**config.mk**
```make
export PLATFORM = sky130hd
export DESIGN_NAME = tc_mma_scheduler
export DESIGN_NICKNAME = d
export VERILOG_FILES = /design/src/rtl/tc_mma_scheduler.sv
export SDC_FILE = /design/constraint.sdc
export NUM_CORES = 1
export LEC_CHECK = 0
export ABC_AREA = 0
export CAP_MARGIN = 15
export CORE_ASPECT_RATIO = 0.9
export CORE_MARGIN = 3
export CORE_UTILIZATION = 23
export DETAILED_ROUTE_END_ITERATION = 6
export PLACE_DENSITY = 0.48
export SYNTH_ARGS = -nofsm -noshare
export SYNTH_HDL_FRONTEND = slang
export SYNTH_SLANG_ARGS = --single-unit
```
**constraint.sdc**
```tcl
create_clock -name clk_i -period 2.4 [get_ports clk_i]
set_input_delay 0.48 -clock clk_i [delete_from_list [all_inputs] [get_ports clk_i]]
set_output_delay 0.48 -clock clk_i [all_outputs]
set_load 0.01 [all_outputs]
```
**src/rtl/tc_mma_scheduler.sv**
```systemverilog
// Round-robin issue scheduler sharing one tensor-core MMA tile among NUM_REQ requesters.
// Grants one op at a time, drives the core handshake and returns tagged completions.
module tc_mma_scheduler #(
    parameter int unsigned NUM_REQ = 4,
    parameter int unsigned ID_W    = $clog2(NUM_REQ),
    parameter int unsigned TIMEOUT = 64
) (
    input  logic                clk_i,
    input  logic                rst_ni,
    input  logic                sched_en_i,
    input  logic [NUM_REQ-1:0]  req_valid_i,
    output logic [NUM_REQ-1:0]  req_grant_o,
    output logic [ID_W-1:0]     sel_idx_o,
    output logic                core_valid_o,
    output logic                core_enable_o,
    input  logic                core_ready_i,
    input  logic                core_result_valid_i,
    output logic                rsp_valid_o,
    output logic [ID_W-1:0]     rsp_id_o,
    output logic                rsp_err_o,
    output logic                busy_o,
    output logic                err_sticky_o,
    output logic [15:0]         done_count_o
);

    localparam int unsigned CntW = $clog2(TIMEOUT);
    localparam int unsigned SumW = ID_W + 1;
    localparam logic [CntW-1:0] CntLast = CntW'(TIMEOUT - 1);
    localparam logic [ID_W-1:0] IdLast  = ID_W'(NUM_REQ - 1);
    localparam logic [SumW-1:0] NumReqW = SumW'(NUM_REQ);

    typedef enum logic [1:0] {StIdle, StIssue, StWait} state_e;

    state_e               state_q;
    logic [ID_W-1:0]      rr_ptr_q;
    logic [ID_W-1:0]      sel_idx_q;
    logic [NUM_REQ-1:0]   req_grant_q;
    logic                 core_valid_q;
    logic                 core_enable_q;
    logic                 rsp_valid_q;
    logic [ID_W-1:0]      rsp_id_q;
    logic                 rsp_err_q;
    logic                 busy_q;
    logic                 err_sticky_q;
    logic [15:0]          done_count_q;
    logic [CntW-1:0]      cnt_q;

    logic                 win_found;
    logic [ID_W-1:0]      win_idx;
    logic [ID_W-1:0]      ptr_next;
    logic [NUM_REQ-1:0]   win_onehot;
    logic [SumW-1:0]      rr_sum;
    logic                 arbitrate;

    // First set request at or above rr_ptr, wrapping modulo NUM_REQ.
    always_comb begin
        win_found = 1'b0;
        win_idx   = '0;
        rr_sum    = '0;
        for (int unsigned i = 0; i < NUM_REQ; i++) begin
            rr_sum = {1'b0, rr_ptr_q} + SumW'(i);
            if (rr_sum >= NumReqW) begin
                rr_sum = rr_sum - NumReqW;
            end
            if (!win_found && req_valid_i[rr_sum[ID_W-1:0]]) begin
                win_found = 1'b1;
                win_idx   = rr_sum[ID_W-1:0];
            end
        end
    end

    always_comb begin
        win_onehot          = '0;
        win_onehot[win_idx] = 1'b1;
        ptr_next            = (win_idx == IdLast) ? '0 : win_idx + 1'b1;
        arbitrate           = sched_en_i & core_ready_i & win_found;
    end

    always_ff @(posedge clk_i or negedge rst_ni) begin
        if (!rst_ni) begin
            state_q       <= StIdle;
            rr_ptr_q      <= '0;
            sel_idx_q     <= '0;
            req_grant_q   <= '0;
            core_valid_q  <= 1'b0;
            core_enable_q <= 1'b0;
            rsp_valid_q   <= 1'b0;
            rsp_id_q      <= '0;
            rsp_err_q     <= 1'b0;
            busy_q        <= 1'b0;
            err_sticky_q  <= 1'b0;
            done_count_q  <= '0;
            cnt_q         <= '0;
        end else begin
            req_grant_q <= '0;
            rsp_valid_q <= 1'b0;
            unique case (state_q)
                StIdle: begin
                    // A result with no op in flight is dropped but remembered.
                    if (core_result_valid_i) begin
                        err_sticky_q <= 1'b1;
                    end
                    if (arbitrate) begin
                        state_q       <= StIssue;
                        sel_idx_q     <= win_idx;
                        req_grant_q   <= win_onehot;
                        core_valid_q  <= 1'b1;
                        core_enable_q <= 1'b1;
                        rr_ptr_q      <= ptr_next;
                        busy_q        <= 1'b1;
                    end
                end
                StIssue: begin
                    if (core_result_valid_i) begin
                        err_sticky_q <= 1'b1;
                    end
                    core_valid_q  <= 1'b0;
                    core_enable_q <= 1'b0;
                    cnt_q         <= '0;
                    state_q       <= StWait;
                end
                StWait: begin
                    cnt_q <= cnt_q + 1'b1;
                    // Result takes priority over a coincident timeout.
                    if (core_result_valid_i) begin
                        rsp_valid_q  <= 1'b1;
                        rsp_id_q     <= sel_idx_q;
                        rsp_err_q    <= 1'b0;
                        done_count_q <= done_count_q + 16'd1;
                        busy_q       <= 1'b0;
                        state_q      <= StIdle;
                    end else if (cnt_q == CntLast) begin
                        rsp_valid_q  <= 1'b1;
                        rsp_id_q     <= sel_idx_q;
                        rsp_err_q    <= 1'b1;
                        err_sticky_q <= 1'b1;
                        busy_q       <= 1'b0;
                        state_q      <= StIdle;
                    end
                end
                default: begin
                    state_q <= StIdle;
                    busy_q  <= 1'b0;
                end
            endcase
        end
    end

    assign req_grant_o   = req_grant_q;
    assign sel_idx_o     = sel_idx_q;
    assign core_valid_o  = core_valid_q;
    assign core_enable_o = core_enable_q;
    assign rsp_valid_o   = rsp_valid_q;
    assign rsp_id_o      = rsp_id_q;
    assign rsp_err_o     = rsp_err_q;
    assign busy_o        = busy_q;
    assign err_sticky_o  = err_sticky_q;
    assign done_count_o  = done_count_q;

endmodule

```
======== Yosys cells after proc, flatten, opt, wreduce, memory -nomap -nowiden ========
Cells that the tools add are included.
cells by class
  $add $sub $neg .......................... 10
  $lt $le $gt $ge ......................... 10
  equal/unequal tests ..................... 9
  muxes and demuxes ....................... 45
  bitwise operators ....................... 3
  reduce and logical (&&, ||, !) cells .... 20
operators by type and width
  operator               count
  $mux 2                 14
  $mux 1                 19
  $add 16x1->16 const B  1
  $lt 2x3->1 const B     5
  $pmux 6 s2             1
  $reduce_and 2->1       5
  $ge 3x3->1 const B     3
  $bmux 1 s2             4
  $mux 4                 2
  $reduce_bool 2->1      4
  $sub 2x1->2 const B    4
  $add 2x2->3 const B    2
  $add 6x1->6 const B    1
  $eq 6x6->1 const B     1
  $ne 2x2->1 const B     3
  $pmux 2 s3             1
  $eq 2x2->1 const B     2
  $logic_and 1x1->1      4
  $pmux 1 s2             2
  $reduce_and 4->1       1
  $add 2x1->3 const B    1
  $ge 2x3->1 const B     1
  $logic_not 1->1        3
  $ne 3x3->1 const B     1
  other kinds (11)       12
word-level totals
  register bits after elaboration ......... 39
  input bits .............................. 9
  output and inout bits ................... 30
  logic and storage cells ................. 109

======== Depth between registers and ports, before layout ========
Gate-level depths: netlist (run 1).
  depth in word-level cells ............... 20
  mapped depth ............................ 7
  depth with buffers taken out ............ 6

======== Worst setup path after synthesis (run 1) ========
OpenSTA, ideal clock, no wires.
  path type ............................... input to register
  start ................................... in req_valid_i[2]
  end ..................................... reg rr_ptr_q[1]
  library setup time ...................... 125 ps
  arrival time ............................ 1667 ps
  required time ........................... 2275 ps
  path slack .............................. 608 ps
  stages on the path ...................... 5
  path buffers ............................ 0
  cell sequence ........................... mux2i_1 nor2_1 a311oi_1 ha_1 mux2_4
between the ends
  word-level cells in the longest chain between the ends .. 14
  elaborated cells between the ends (all ways) .. 27
  classes of those cells .................. add/sub: 1; eq/ne: 1; mux: 17; bitwise: 1; reduce/logical: 7
ends and longest elaborated chain
  element                                    line  source
  start: declaration                         11    input logic [NUM_REQ-1:0] req_valid_i,
  $bmux 1 s2                                 65    if (!win_found && req_valid_i[rr_sum[ID_W-1:0]]) begin
  $mux 1 (implied by the code)               65
  $mux 1                                     65
  $logic_not 1->1                            65
  $logic_and 1x1->1                          65
  $mux 1                                     65
  $logic_not 1->1                            65
  $logic_and 1x1->1                          65
  $mux 1                                     65
  $logic_not 1->1                            65
  $logic_and 1x1->1                          65
  $mux 2 (*)                                 65
  via win_idx[0]                             49    logic [ID_W-1:0] win_idx;
  $add 2x1->2 or $eq 2x2->1 (tied branches)  75    ptr_next = (win_idx == IdLast) ? '0 : win_idx + 1'b1;
  $mux 2 (*)                                 75
  via ptr_next[1]                            50    logic [ID_W-1:0] ptr_next;
  end signal: assignment                     109   rr_ptr_q <= ptr_next;
  end: declaration                           35    logic [ID_W-1:0] rr_ptr_q;
Mark *: on every way through the listed nets, which the timed path passes. The rest lies on a longest branch. The select of a mux whose other input is x is not followed.
A chain may end at the register's enable or synchronous reset.

======== Worst setup path in the final report (run 1) ========
  start ................................... reg state_q[0]
  end ..................................... reg state_q[1]
between the ends
  word-level cells in the longest chain between the ends .. 3
  elaborated cells between the ends (all ways) .. 7
  classes of those cells .................. eq/ne: 4; mux: 1; reduce/logical: 2
ends and longest elaborated chain
  element                                                    line  source
  start: declaration                                         34    state_e state_q;
  start signal: assignment                                   81    state_q <= StIdle;
  start signal: assignment                                   104   state_q <= StIssue;
  start signal: assignment                                   120   state_q <= StWait;
  $eq 2x2->1 or $logic_not 2->1 (tied branches)              97    unique case (state_q)
  $ne 3x3->1 (no source line) or $ne 2x2->1 (tied branches)  -
  $reduce_and 2->1 (no source line)                          -
Several ways; a longest one is shown, not always the timed one.

==> results of run 1 <==
-- cell usage in the layout, fill, tap and decap left out, drive strengths merged --
cell type	instances
a211o	1
clkbuf	7
xor2	6
buf	6
mux2i	3
o21a	1
o21ai	9
and2	5
a311oi	2
a22o	2
or4	1
nand3	7
dfrtp	39
nor3	3
mux2	7
inv	10
clkdlybuf4s50	37
nand3b	2
ha	9
and4	4
clkinv	2
nand2	12
nand4	5
o32a	1
xnor2	9
and3	4
o2bb2ai	1
a21oi	8
nor2	9
o2bb2a	1
nor2b	1
nand2b	1
-- worst max-delay path: stages (launching register included) --
cell	delay, ns
sky130_fd_sc_hd__dfrtp_1	0.38
sky130_fd_sc_hd__inv_1	0.12
sky130_fd_sc_hd__ha_1	0.36
sky130_fd_sc_hd__inv_1	0.13
sky130_fd_sc_hd__a311oi_1	0.29
sky130_fd_sc_hd__buf_4	0.19
sky130_fd_sc_hd__a21oi_1	0.05
sky130_fd_sc_hd__mux2_1	0.31
-- cells by family (layout without fill, tap and decap cells) --
| kind of cell | count (synthesis) | after routing | synth area share (%) |
|---|---|---|---|
| compound gates | 26 | 26 | 8.85 |
| xor+xnor | 15 | 15 | 7.04 |
| fa+ha+maj | 9 | 9 | 6.03 |
| buf+inv | 16 | 62 | 3.89 |
| flops | 39 | 39 | 52.3 |
| mux | 10 | 10 | 6.43 |
| simple gates | 54 | 54 | 15.5 |
-- cell type report --
cell class,instances,share of cell area (%)
well taps,96,4.90
multi-input cells,114,33.4
clock buffers,7,3.12
inverters,11,1.69
clock inverters,1,0.204
flip-flops and latches,39,39.8
repair buffers,43,16.9
-- report_power, final --
part | internal [mW] | switching [mW] | total [mW] | leakage, nW
Combinational | 0.395 | 0.342 | 0.737 | 0.543
Clock | 0.204 | 0.213 | 0.417 | 0.0422
Sequential | 0.786 | 0.127 | 0.913 | 0.513
-- through the flow --
stage / power (mW) / util [%] / area, um^2 / setup slack [ns] / hold slack [ns]
floorplan: 1.33 / - / 1870 / 0.608 / 0.184
global placement: 1.67 / 30.8 / 2370 / 0.211 / 0.456
detailed placement: 1.67 / 30.8 / 2370 / 0.189 / 0.461
CTS: 2.11 / 31.8 / 2450 / 0.441 / 0.357
global route: 2.23 / 31.8 / 2450 / 0.285 / 0.387
finish: 2.07 / 31.8 / 2450 / 0.460 / 0.317
-- flip-flops by register name, summed over array words and instances (netlist names) --
| name | count |
|---|---|
| req_grant_o | 4 |
| rsp_err_o | 1 |
| rr_ptr_q | 2 |
| err_sticky_o | 1 |
| state_q | 2 |
| core_enable_o | 1 |
| sel_idx_o | 2 |
| rsp_valid_o | 1 |
| cnt_q | 6 |
| rsp_id_o | 2 |
| busy_o | 1 |
| done_count_o | 16 |
-- metal layers --
| layer | wire, um | vias up | part of all wire [%] | global-route usage [%] |
|---|---|---|---|---|
| met4 | 54 | 0 | 1.5 | 4.32 |
| met3 | 183 | 2 | 4.9 | 2.00 |
| met1 | 1810 | 640 | 49 | 11.8 |
| met2 | 1660 | 33 | 45 | 12.8 |
| met5 | 0 | - | 0 | 0 |
| li1 | - | 677 | - | - |
-- final timing paths --
| kind | startpoint | cells after the start | slack (ns) | endpoint |
|---|---|---|---|---|
| max | state_q[0] | 7 | 0.46 | state_q[1] |
| min | rst_ni | 1 | 0.32 | err_sticky_o |
| max reg2reg | state_q[0] | 7 | 0.46 | state_q[1] |
| min reg2reg | done_count_o[15] | 1 | 0.47 | done_count_o[15] |
| max in group asynchronous | rst_ni | 1 | 1.53 | sel_idx_o[0] |
| min in group clk_i | done_count_o[15] | 1 | 0.47 | done_count_o[15] |
==> flow_metrics.tcl, run 1 <==
set metrics [dict create \
    result_of_the_run "finished clean" \
    post_cts.repair.setup_buffers 0 \
    finalSetupViolations 0 \
    fp.dieArea_um2 9240 \
    ctsLongestPathBuffers 2 \
    static-leakage-power_nw 1.10 \
    synthFlopType "sky130_fd_sc_hd__dfrtp_1" \
    post_synthesis_to_final_layout_area_growth_pct 31.2 \
    route.detailed.wl_per_inst_um 11.9 \
    synth.ff_latch_count 39 \
    ys_top_cells_by_count "sky130_fd_sc_hd__dfrtp_1 (39), sky130_fd_sc_hd__nand2_1 (12), sky130_fd_sc_hd__inv_1 (10)" \
    timing.setup.critical_path_class "flop to flop" \
    drt_first_pass_iters 4 \
    total_standard_cell_area_after_synthesis_um2 1870 \
    path_max_fanout 10 \
    maxCapViolations 0 \
    rsz0062_at_grt "false" \
    route.detailed.vias_per_inst 4.35 \
    io_pins 39 \
    layout_cells_sized_above_1_pct 7.44 \
    synth_cell_types 36 \
    clkTransAtPathRegs_ns 0.07 \
    finalNetCount 232 \
    cp_data_arrival_time_ns 2.11 \
    edff_count_synth 0 \
    synth.top_cells.by_area "sky130_fd_sc_hd__dfrtp_1 (52%), sky130_fd_sc_hd__ha_1 (6.0%), sky130_fd_sc_hd__xnor2_1 (4.2%)" \
    clock_sinks 39 \
    postSynth.asyncResetShare_pct 100 \
    floorplan.die.height_um 91.5 \
    clock_skew_ns 0.00453 \
    grt_util_all_layers_pct 8.69 \
    hold_class "primary input to asynchronous set/reset pin" \
    clk-insertion-delay-late_ns 0.28 \
    numPortBuffers 38 \
    drt_wl_total_um 3710 \
    cts-root-buf "sky130_fd_sc_hd__clkbuf_8" \
    numPlacedInstances 303 \
    gp_routability_congestion 0.717 \
    synth_largest_type_area_fraction_pct 52.3 \
    largest_net_degree_at_the_start_of_global_routing 40 \
    postSynthCellCount 169 \
    antenna_found_initial 0 \
    post_layout_nonfiller_instances 311 \
    synth.yosys.seq_area_share_pct 52.3 \
    synth_area_leader_cell "sky130_fd_sc_hd__dfrtp_1" \
    cts_inserted_buffers 5 \
    design.core.area_um2 7690 \
    first_global_vias 1283 \
    maxSlewViolCount 0 \
    htree_num_levels 2 \
    timing_worst_slew_pin_value_ns 0.884 \
    start_kind "flop" \
    remaining_routing_drc_violations 0 \
    area_of_combinational_cells_with_multiple_inputs_um2 818 \
    rows 30 \
    peakVddDrop_uv 268 \
    dr_total_vias 1352 \
    diodes 0 \
    synth_warnings 0 \
    syn-mean-instance-area_um2 11.0 \
    cts_tree "yes" \
    setup.worst_path.end_class "flop" \
    regArea_um2 976 \
    most_frequent_cell_after_synthesis "sky130_fd_sc_hd__dfrtp_1" \
    timing.setup.tns_ns 0 \
    dieWidth_um 101 \
    power.density_cell_area_nw_per_um2 844 \
    ant_nets 0 \
    global_route_wire_length_before_repair_um 6300 \
    cts_repair_resize_count 0 \
    postCtsHoldBufs 0 \
    fin_crit_sh_pct 80.8 \
    hold_violations 0 \
    layout_min_cycle_time_ns 1.94 \
    place.detailed.hpwl_um 2680 \
    filler_instances 788 \
    drt_first_iter_violations 40 \
    initial_cell_density_of_the_core_pct 24.3 \
    max_transition_margin_pct 41.1 \
    fmax_mhz 515 \
    overflow 0 \
    worst-endpoint-required_ns 2.57 \
    syn_nets 187 \
]
Note: power is estimated with default switching activity, not from simulation.
==> run 2, diff against run 1 <==
- PLACE_DENSITY: 0.48 -> 0.5
- clock period: 2.4 -> 1.7 ns (I/O delays scaled with it)
==> flow_metrics.tcl, run 2 (same netlist as run 1, synthesis figures left out) <==
set metrics [dict create \
    dieWidth_um 101 \
    design.core.area_um2 7690 \
    rows 30 \
    layout_cells_sized_above_1_pct 19.7 \
    largest_net_degree_at_the_start_of_global_routing 36 \
    setup.worst_path.end_class "primary output" \
    antenna_found_initial 0 \
    worst_hold_slack_ns 0.392 \
    global_route_wire_length_before_repair_um 6930 \
    post_layout_nonfiller_instances 330 \
    diodes 0 \
    route.detailed.wl_per_inst_um 12.1 \
    finalNetCount 251 \
    hold_class "primary input to asynchronous set/reset pin" \
    int_power_mw 2.10 \
    result_of_the_run "finished clean" \
    clock_sinks 39 \
    layout_commonest_cell "sky130_fd_sc_hd__dfrtp_1" \
    total_power_mw 3.14 \
    cp_num_buf_inv 1 \
    crit_chain "clkdlybuf4s50_1" \
    numPortBuffers 38 \
    power_switching_mw 1.04 \
    hold_violations 0 \
    peakVddDrop_uv 430 \
    layout_min_cycle_time_ns 1.63 \
    remaining_routing_drc_violations 0 \
    power.density_cell_area_nw_per_um2 1170 \
    drt_first_iter_violations 47 \
    finalSetupViolations 0 \
    overflow 0 \
    timing.setup.critical_path_class "flop to primary output" \
    ant_nets 0 \
    dr_total_vias 1431 \
    power.clock.fraction_pct 19.8 \
    path_max_fanout 5 \
    floorplan.die.height_um 91.5 \
    htree_num_levels 2 \
    max_transition_margin_pct 82.1 \
    start_kind "flop" \
    io_pins 39 \
    layout.cell_area.non_filler_um2 2670 \
    grt_util_all_layers_pct 9.40 \
    maxCapViolations 0 \
    cpPeakStageDelay_ns 0.57 \
    fp.dieArea_um2 9240 \
    route.detailed.vias_per_inst 4.34 \
    share_seq_of_total_power_pct 40.7 \
    cts_tree "yes" \
    fmax_mhz 612 \
    maxSlewViolCount 0 \
    gp_routability_congestion 0.772 \
    initial_cell_density_of_the_core_pct 24.3 \
    ctsLongestPathBuffers 2 \
    drt_first_pass_iters 4 \
    post_synthesis_to_final_layout_area_growth_pct 43.1 \
    static-leakage-power_nw 1.21 \
    layout_common_cells "sky130_fd_sc_hd__dfrtp_1 (37), sky130_fd_sc_hd__clkdlybuf4s50_1 (34), sky130_fd_sc_hd__buf_4 (21)" \
    place_area_um2 2510 \
    power_frac_comb_pct 39.5 \
    drt_wl_total_um 3990 \
    path_delay_family "buffers and inverters" \
    timing.setup.tns_ns 0 \
    first_global_vias 1437 \
    fin_crit_sh_pct 96.1 \
    cts_inserted_buffers 5 \
    place.detailed.hpwl_um 3000 \
    clk-insertion-delay-late_ns 0.29 \
    clock_skew_ns 0.00548 \
    largest_reg_flops 16 \
    cp_data_arrival_time_ns 1.29 \
    timing_worst_slew_pin_value_ns 0.269 \
    cpMaxStageDelayCell "sky130_fd_sc_hd__clkdlybuf4s50_1" \
    power.share.switching_pct 33.1 \
    clkTransAtPathRegs_ns 0.08 \
    numPlacedInstances 319 \
    worst-endpoint-required_ns 1.36 \
    cts-root-buf "sky130_fd_sc_hd__clkbuf_8" \
]
==> run 2: path summary, 6_finish.rpt <==
| check | start | end | slack (ns) | cells past startpoint |
|---|---|---|---|---|
| min in group clk_i | done_count_o[15] | done_count_o[15] | 0.47 | 1 |
| hold reg to reg | done_count_o[15] | done_count_o[15] | 0.47 | 1 |
| setup / recovery | done_count_o[4] | done_count_o[4] | 0.07 | 1 |
| setup reg to reg | cnt_q[0] | rsp_id_o[0] | 0.10 | 6 |
| hold / removal | rst_ni | done_count_o[0] | 0.39 | 2 |
| max in group asynchronous | rst_ni | done_count_o[6] | 0.86 | 3 |
==> run 2: what timing repair did <==
item / in CTS / in global routing
endpoints found under the setup margin: 4 / 19
pin swaps: 1 / 2
gates cloned: 0 / 0
hold endpoints to repair: 4 / 0
buffers inserted: 0 / 2
hold buffers: 1 / 0
resized for setup: 1 / 13
==> run 2: layer usage <==
| metal | share of wire (%) | global-route usage, % | up-vias |
|---|---|---|---|
| li1 | - | - | 714 |
| met1 | 48 | 12.6 | 686 |
| met2 | 45 | 14.1 | 25 |
| met3 | 6.1 | 3.23 | 6 |
| met4 | 1.1 | 2.99 | 0 |
| met5 | 0 | 0 | - |
==> run 2: final cells by class <==
| type | instances | area, um^2 |
|---|---|---|
| Multi-Input combinational cell | 114 | 868 |
| Tap cell | 96 | 120 |
| Clock inverter | 2 | 12.5 |
| Sequential cell | 39 | 978 |
| Clock buffer | 6 | 72.6 |
| Fill cell | 767 | 5020 |
| Timing Repair Buffer | 62 | 578 |
| Inverter | 11 | 41.3 |
==> run 2: through the flow <==
step           setup slack [ns]  util [%]
2_1_floorplan            0.0384         -
3_3_place_gp             -0.338      32.7
3_5_place_dp             -0.356      32.7
4_1_cts                 0.00608      33.9
5_1_grt                -0.00240      34.7
6_report                 0.0663      34.7
==> run 2: power by group through the flow <==
stage	clock network (mW)	logic, mW	registers (mW)
detailed placement	0	1.20	1.30
global placement	0	1.20	1.30
global route	0.685	1.40	1.31
CTS	0.647	1.21	1.28
finish	0.621	1.24	1.27
floorplan	0	0.571	1.32
==> run 3, diff against run 2 <==
- CORE_ASPECT_RATIO: 0.9 -> default
==> flow_metrics.tcl, run 3 (same netlist as run 1, synthesis figures left out) <==
set metrics [dict create \
    result_of_the_run "finished clean" \
    cpMaxStageDelayCell "sky130_fd_sc_hd__clkdlybuf4s50_1" \
    hold_class "flop to flop" \
    fmax_mhz 610 \
    antenna_found_initial 0 \
    remaining_routing_drc_violations 0 \
    route.detailed.vias_per_inst 4.25 \
    groute.layer.met2.usage_pct 15.5 \
    layout_commonest_cell "sky130_fd_sc_hd__dfrtp_1" \
    clkTransAtPathRegs_ns 0.07 \
    global_route.peak_usage_layer "met2" \
    global_route_wire_length_before_repair_um 6750 \
    place.detailed.hpwl_um 2960 \
    route.detailed.wl_per_inst_um 11.4 \
    finalSetupViolations 0 \
    cp_data_arrival_time_ns 1.30 \
    hold_violations 0 \
    drt_first_iter_violations 30 \
    rows 32 \
    io_pins 39 \
    floorplan.die.height_um 96.1 \
    post_synthesis_to_final_layout_area_growth_pct 45.4 \
    peakVddDrop_uv 476 \
    grt_util_all_layers_pct 9.43 \
    path_delay_family "buffers and inverters" \
    cts_inserted_buffers 5 \
    dr_total_vias 1449 \
    rr_worst_depth 6 \
    clock_skew_ns 0.00941 \
    ant_nets 0 \
    first_global_vias 1470 \
    layout_min_cycle_time_ns 1.64 \
    drt_first_pass_iters 4 \
    fin_util_pct 34.8 \
    numPortBuffers 38 \
    maxSlewViolCount 0 \
    drt_wl_total_um 3880 \
    overflow 0 \
    largest_net_degree_at_the_start_of_global_routing 24 \
    dieWidth_um 96.1 \
    filler_instances 806 \
    diodes 0 \
    cts-root-buf "sky130_fd_sc_hd__clkbuf_8" \
    gp_routability_congestion 0.764 \
    place_area_um2 2550 \
    start_kind "flop" \
    finalNetCount 257 \
    gr_layer_usage_met1_pct 11.4 \
    design.core.area_um2 7810 \
    static-leakage-power_nw 1.24 \
    power.density_cell_area_nw_per_um2 1170 \
    fp.dieArea_um2 9230 \
    clock_sinks 39 \
    path_max_fanout 6 \
    worst-endpoint-required_ns 1.36 \
    layout.cell_area.non_filler_um2 2720 \
    use_met3_pct 2.89 \
    min_delay_path_depth 1 \
    crit_chain "clkdlybuf4s50_1" \
    layout_common_cells "sky130_fd_sc_hd__dfrtp_1 (38), sky130_fd_sc_hd__clkdlybuf4s50_1 (34), sky130_fd_sc_hd__buf_4 (28)" \
    maxCapViolations 0 \
    cp_num_buf_inv 1 \
    clk-insertion-delay-late_ns 0.29 \
    largest_reg_flops 16 \
    rsz0062_at_grt "false" \
    regArea_um2 977 \
    htree_num_levels 2 \
    initial_cell_density_of_the_core_pct 23.9 \
    max_transition_margin_pct 72.5 \
    critical_path_cell_count 1 \
    fin_crit_sh_pct 96.4 \
    timing.setup.critical_path_class "flop to primary output" \
    cpPeakStageDelay_ns 0.58 \
    ctsLongestPathBuffers 2 \
    layout_cells_sized_above_1_pct 21.3 \
    timing_worst_slew_pin_value_ns 0.412 \
    setup.worst_path.end_class "primary output" \
    area_of_combinational_cells_with_multiple_inputs_um2 862 \
    cts_tree "yes" \
]
## run 3: cell count changes in the layout (fill, tap and decap cells not counted), sizes merged
cell / before / now
buf: 24 / 30
clkinvlp: 1 / 0
## run 3: where the power goes
part           internal (mW)  total, mW  switching [mW]
clock network          0.318      0.625           0.307
registers               1.11       1.29           0.175
logic                  0.732       1.27           0.540
## run 3: path summary, 6_finish.rpt
| path | start | endpoint | slack (ns) |
|---|---|---|---|
| setup / recovery | done_count_o[6] | done_count_o[6] | 0.06 |
| hold / removal | done_count_o[15] | done_count_o[15] | 0.47 |
| setup reg to reg | cnt_q[1] | rsp_id_o[1] | 0.09 |
| hold reg to reg | done_count_o[15] | done_count_o[15] | 0.47 |
| max in group asynchronous | rst_ni | done_count_o[4] | 0.71 |
| min in group asynchronous | rst_ni | core_enable_o | 0.53 |
## run 3: layer usage
layer	vias up	part of all wire [%]
li1	726	-
met3	6	4.5
met4	0	1.8
met5	-	0
met1	687	47
met2	30	47
## run 3: what timing repair did
| item | in CTS | in global routing |
|---|---|---|
| setup endpoints to repair | 8 | 13 |
| gates resized for setup | 4 | 8 |
| hold buffers | 1 | 0 |
| setup buffers | 0 | 4 |
| pin swaps | 2 | 4 |
| endpoints found under the hold margin | 16 | 0 |
## run 3: through the flow
stage / std cells / power, mW / setup WS (ns) / hold slack, ns / TNS (ns)
floorplan: 169 / 1.90 / 0.0384 / 0.0444 / 0
global placement: 329 / 2.51 / -0.347 / 0.308 / -4.04
detailed placement: 329 / 2.52 / -0.365 / 0.299 / -4.25
CTS: 337 / 3.18 / 0.00376 / 0.477 / 0
global route: 341 / 3.44 / 0.000107 / 0.479 / 0
finish: 341 / 3.18 / 0.0616 / 0.469 / 0
## run 3: area by class of cell
class / count / share of cell area [%]
clock buffers: 6 / 3.04
inverters: 11 / 1.52
clock inverters: 1 / 0.184
well taps: 102 / 4.70
flip-flops and latches: 39 / 36.0
repair buffers: 68 / 22.8
multi-input cells: 114 / 31.8
==> RTL change 1: new RTL, config.mk and constraints of run 2 <==
The 3 states of `state_e` get a one-hot encoding in 3 bits.
--- a/src/rtl/tc_mma_scheduler.sv
+++ b/src/rtl/tc_mma_scheduler.sv
@@ -30,5 +30,5 @@
     localparam logic [SumW-1:0] NumReqW = SumW'(NUM_REQ);
 
-    typedef enum logic [1:0] {StIdle, StIssue, StWait} state_e;
+    typedef enum logic [2:0] {StIdle = 3'b001, StIssue = 3'b010, StWait = 3'b100} state_e;
 
     state_e               state_q;
Formal check against the unedited RTL: no difference found for any inputs over 10 cycles, from zero or initial values and one cycle with rst_ni low; not proved beyond that.
==> RTL change 1 against run 2 <==
- count of clock-buffer cells in the layout grew 1
- synthesized area grew 8.9%
- first-iteration DRC count shrank 17%
- routed wire length grew 13%
- maximum frequency shrank 0.56%
- sequential cell count grew 1
- worst setup slack lost 0.0092 ns
- synthesized cell count grew 10%
- design area grew 4.8%
- critical endpoint is now done_count_o[3]
Power is not compared: it rests on default switching activity, and its combinational part moved more than twofold at a synthesized area within 25%.
==> RTL change 1: results <==
set metrics [dict create \
    status "completed" \
    grt_usage_pct 9.82 \
    place_ws_ns -0.371 \
    timing.rr.end "sel_idx_o[1]" \
    critPathMaxFanout 4 \
    fin_nets 263 \
    layout-drive-gt1-share_pct 22.1 \
    route.met2.wl_um 2000 \
    synthAdderAreaFrac_pct 3.69 \
    ctsResizeCount 2 \
    synth.area.top_cells "dfrtp_1, xor2_1, ha_1" \
    post-place-cells 353 \
    fin_cells 364 \
    synth_compound_area_share_pct 10.3 \
    syn_nets 201 \
    holdCritPathClass "flop to flop" \
    m1WireLength_um 2170 \
    grt_util_met3_pct 3.72 \
    regToRegSetupSlack_ns 0.13 \
    synth_xor_area_share_pct 6.46 \
    dr_wl_met3_um 260 \
    met2_usage_pct 15.2 \
    placed_cell_area_sq_um 2680 \
    rr_worst_depth 3 \
    grt_max_degree 23 \
    dp_hpwl_um 3320 \
    relSlewSlack_pct 68.2 \
    grt_pass1_vias 1549 \
    cp-startpoint "done_count_o[3]" \
    synthTopCellsByCount "dfrtp_1, nand2_1, a21oi_1" \
    r2r-start "state_q[0]" \
    grt_use_met1_pct 12.5 \
    yosysUniqueCellTypes 50 \
    place_congestion 0.704 \
]
[RTL change 1: changes by cell type after synthesis, sizes merged, moves of 4 or more]
cell / run 2 / this run
nor3: 3 / 8
a21oi: 8 / 13
buf: 3 / 7
nor3b: 0 / 4
[RTL change 1: cell type report]
class                           count  area, sq um
Sequential cell                    40         1010
Inverter                            9         33.8
Timing Repair Buffer               63          582
Clock buffer                        7         76.3
Multi-Input combinational cell    129          952
Tap cell                          115          144
Fill cell                         869         5500
Clock inverter                      1         5.00
[RTL change 1: worst min path at each step]
stage	slack (ns)	startpoint	end
floorplan	0.04	rst_ni	busy_o
global placement	0.33	rst_ni	cnt_q[0]
detailed placement	0.33	rst_ni	cnt_q[0]
CTS	0.48	done_count_o[15]	done_count_o[15]
global route	0.52	done_count_o[15]	done_count_o[15]
finish	0.47	done_count_o[15]	done_count_o[15]
[RTL change 1: power breakdown]
group	switching, uW	total, uW	internal (uW)
logic	243	553	310
clock network	336	625	288
registers	85.3	1130	1040
total	665	2310	1640
==> RTL change 2: new RTL, flow settings as in run 2 <==
Made on the original files. Set the parameter `TIMEOUT` to 32 (it was 64).
--- a/src/rtl/tc_mma_scheduler.sv
+++ b/src/rtl/tc_mma_scheduler.sv
@@ -4,5 +4,5 @@
     parameter int unsigned NUM_REQ = 4,
     parameter int unsigned ID_W    = $clog2(NUM_REQ),
-    parameter int unsigned TIMEOUT = 64
+    parameter int unsigned TIMEOUT = 32
 ) (
     input  logic                clk_i,
Formal check against the unedited RTL: no difference found for any inputs over 10 cycles, from zero or initial values and one cycle with rst_ni low; that may be too few to reach the edited logic, so the function may still have changed.
==> RTL change 2 against run 2 <==
- routed wire length shrank 3.3%
- power down 3.0%
- global-route usage shrank 0.27 points
- design area fell by 3.2%
- synthesized area fell by 0.94%
- maximum frequency is 0.60% lower
- count of clock-buffer cells in the layout is the same
- hold slack gained 0.061 ns
- combinational power is 6% lower
- sequential cell count down 1
- sequential share of layout area increased by 0.29 points
- worst setup slack lost 0.0098 ns
- utilization down 1.1 points
==> RTL change 2: results <==
set metrics [dict create \
    arrival_ns 1.82 \
    grt_max_degree 31 \
    place_congestion 0.732 \
    cp-endpoint "rr_ptr_q[1]" \
    fin_nets 238 \
    dr.first_iter.drc_count 44 \
    place_ws_ns -0.335 \
    crit_path_max_incr_delay_ns 0.40 \
    crit_family "multiplexers" \
    wl_um 3860 \
    ir_worst_vdd_uv 612 \
    synth.area.top_cells "dfrtp_1, ha_1, xnor2_1" \
    synth-seq-area-share_pct 51.4 \
    min_period_ns 1.64 \
    grt_pass1_wl_um 6620 \
    timing.rr.end "rr_ptr_q[1]" \
    rr_worst_depth 5 \
    vias_per_cell 4.17 \
    post-place-cells 307 \
    synthTopCellsByCount "dfrtp_1, inv_1, ha_1, xnor2_1" \
    grt_usage_pct 9.12 \
    status "completed" \
    regToRegSetupSlack_ns 0.06 \
    syn_nets 178 \
    ctsResizeCount 4 \
    cp-startpoint "rr_ptr_q[1]" \
    p_leak_uw 0.00117 \
    clock_skew_ns 0.0127 \
    dp_hpwl_um 2860 \
    critPathMaxFanout 4 \
]
[RTL change 2: changes by cell type after synthesis, moves of 3 or more]
cell	run 2	this run
mux2_2	0	3
o21ai_1	6	0
o21ai_0	3	8
nand2_1	12	6
mux2_1	4	1
[RTL change 2: per-layer routing]
| metal | routed length, um | vias up | track usage [%] |
|---|---|---|---|
| met3 | 144 | 2 | 3.15 |
| met5 | 0 | - | 0 |
| met2 | 1790 | 22 | 13.7 |
| li1 | - | 663 | - |
| met4 | 29 | 0 | 2.36 |
| met1 | 1900 | 632 | 12.5 |
[RTL change 2: stage by stage]
step	power, uW	util, %	cell area (sq um)	TNS, ns
6_report	3040	33.6	2590	0
5_1_grt	3280	33.6	2590	0
4_1_cts	3090	33.3	2560	0
3_5_place_dp	2430	31.9	2450	-2.80
3_3_place_gp	2420	31.9	2450	-2.46
2_1_floorplan	1860	-	1850	0
[RTL change 2: layout make-up]
class,instances,area [sq um]
Fill cell,770,5110
Tap cell,96,120
Clock inverter,2,13.8
Sequential cell,38,955
Inverter,12,45.0
Clock buffer,6,72.6
Multi-Input combinational cell,104,836
Timing Repair Buffer,58,544
[RTL change 2: power breakdown]
group,leakage (uW),switching (uW),internal (uW)
clock,0.0000452,328,290
combinational,0.000634,497,671
sequential,0.000494,168,1090
[RTL change 2: worst register-to-register path, stage by stage (launching register included)]
cell      delay, ns
dfrtp_1        0.40
mux2i_1        0.21
nor2_1         0.07
a311oi_2       0.30
ha_1           0.29
mux2_4         0.26
[RTL change 2: logic make-up after synthesis]
logic type | after synthesis | synth area share, %
compound gates | 21 | 7.24
flops | 38 | 51.4
simple gates | 48 | 15.7
mux | 10 | 6.49
fa+ha+maj | 10 | 6.77
buf+inv | 17 | 4.87
xor+xnor | 15 | 7.51
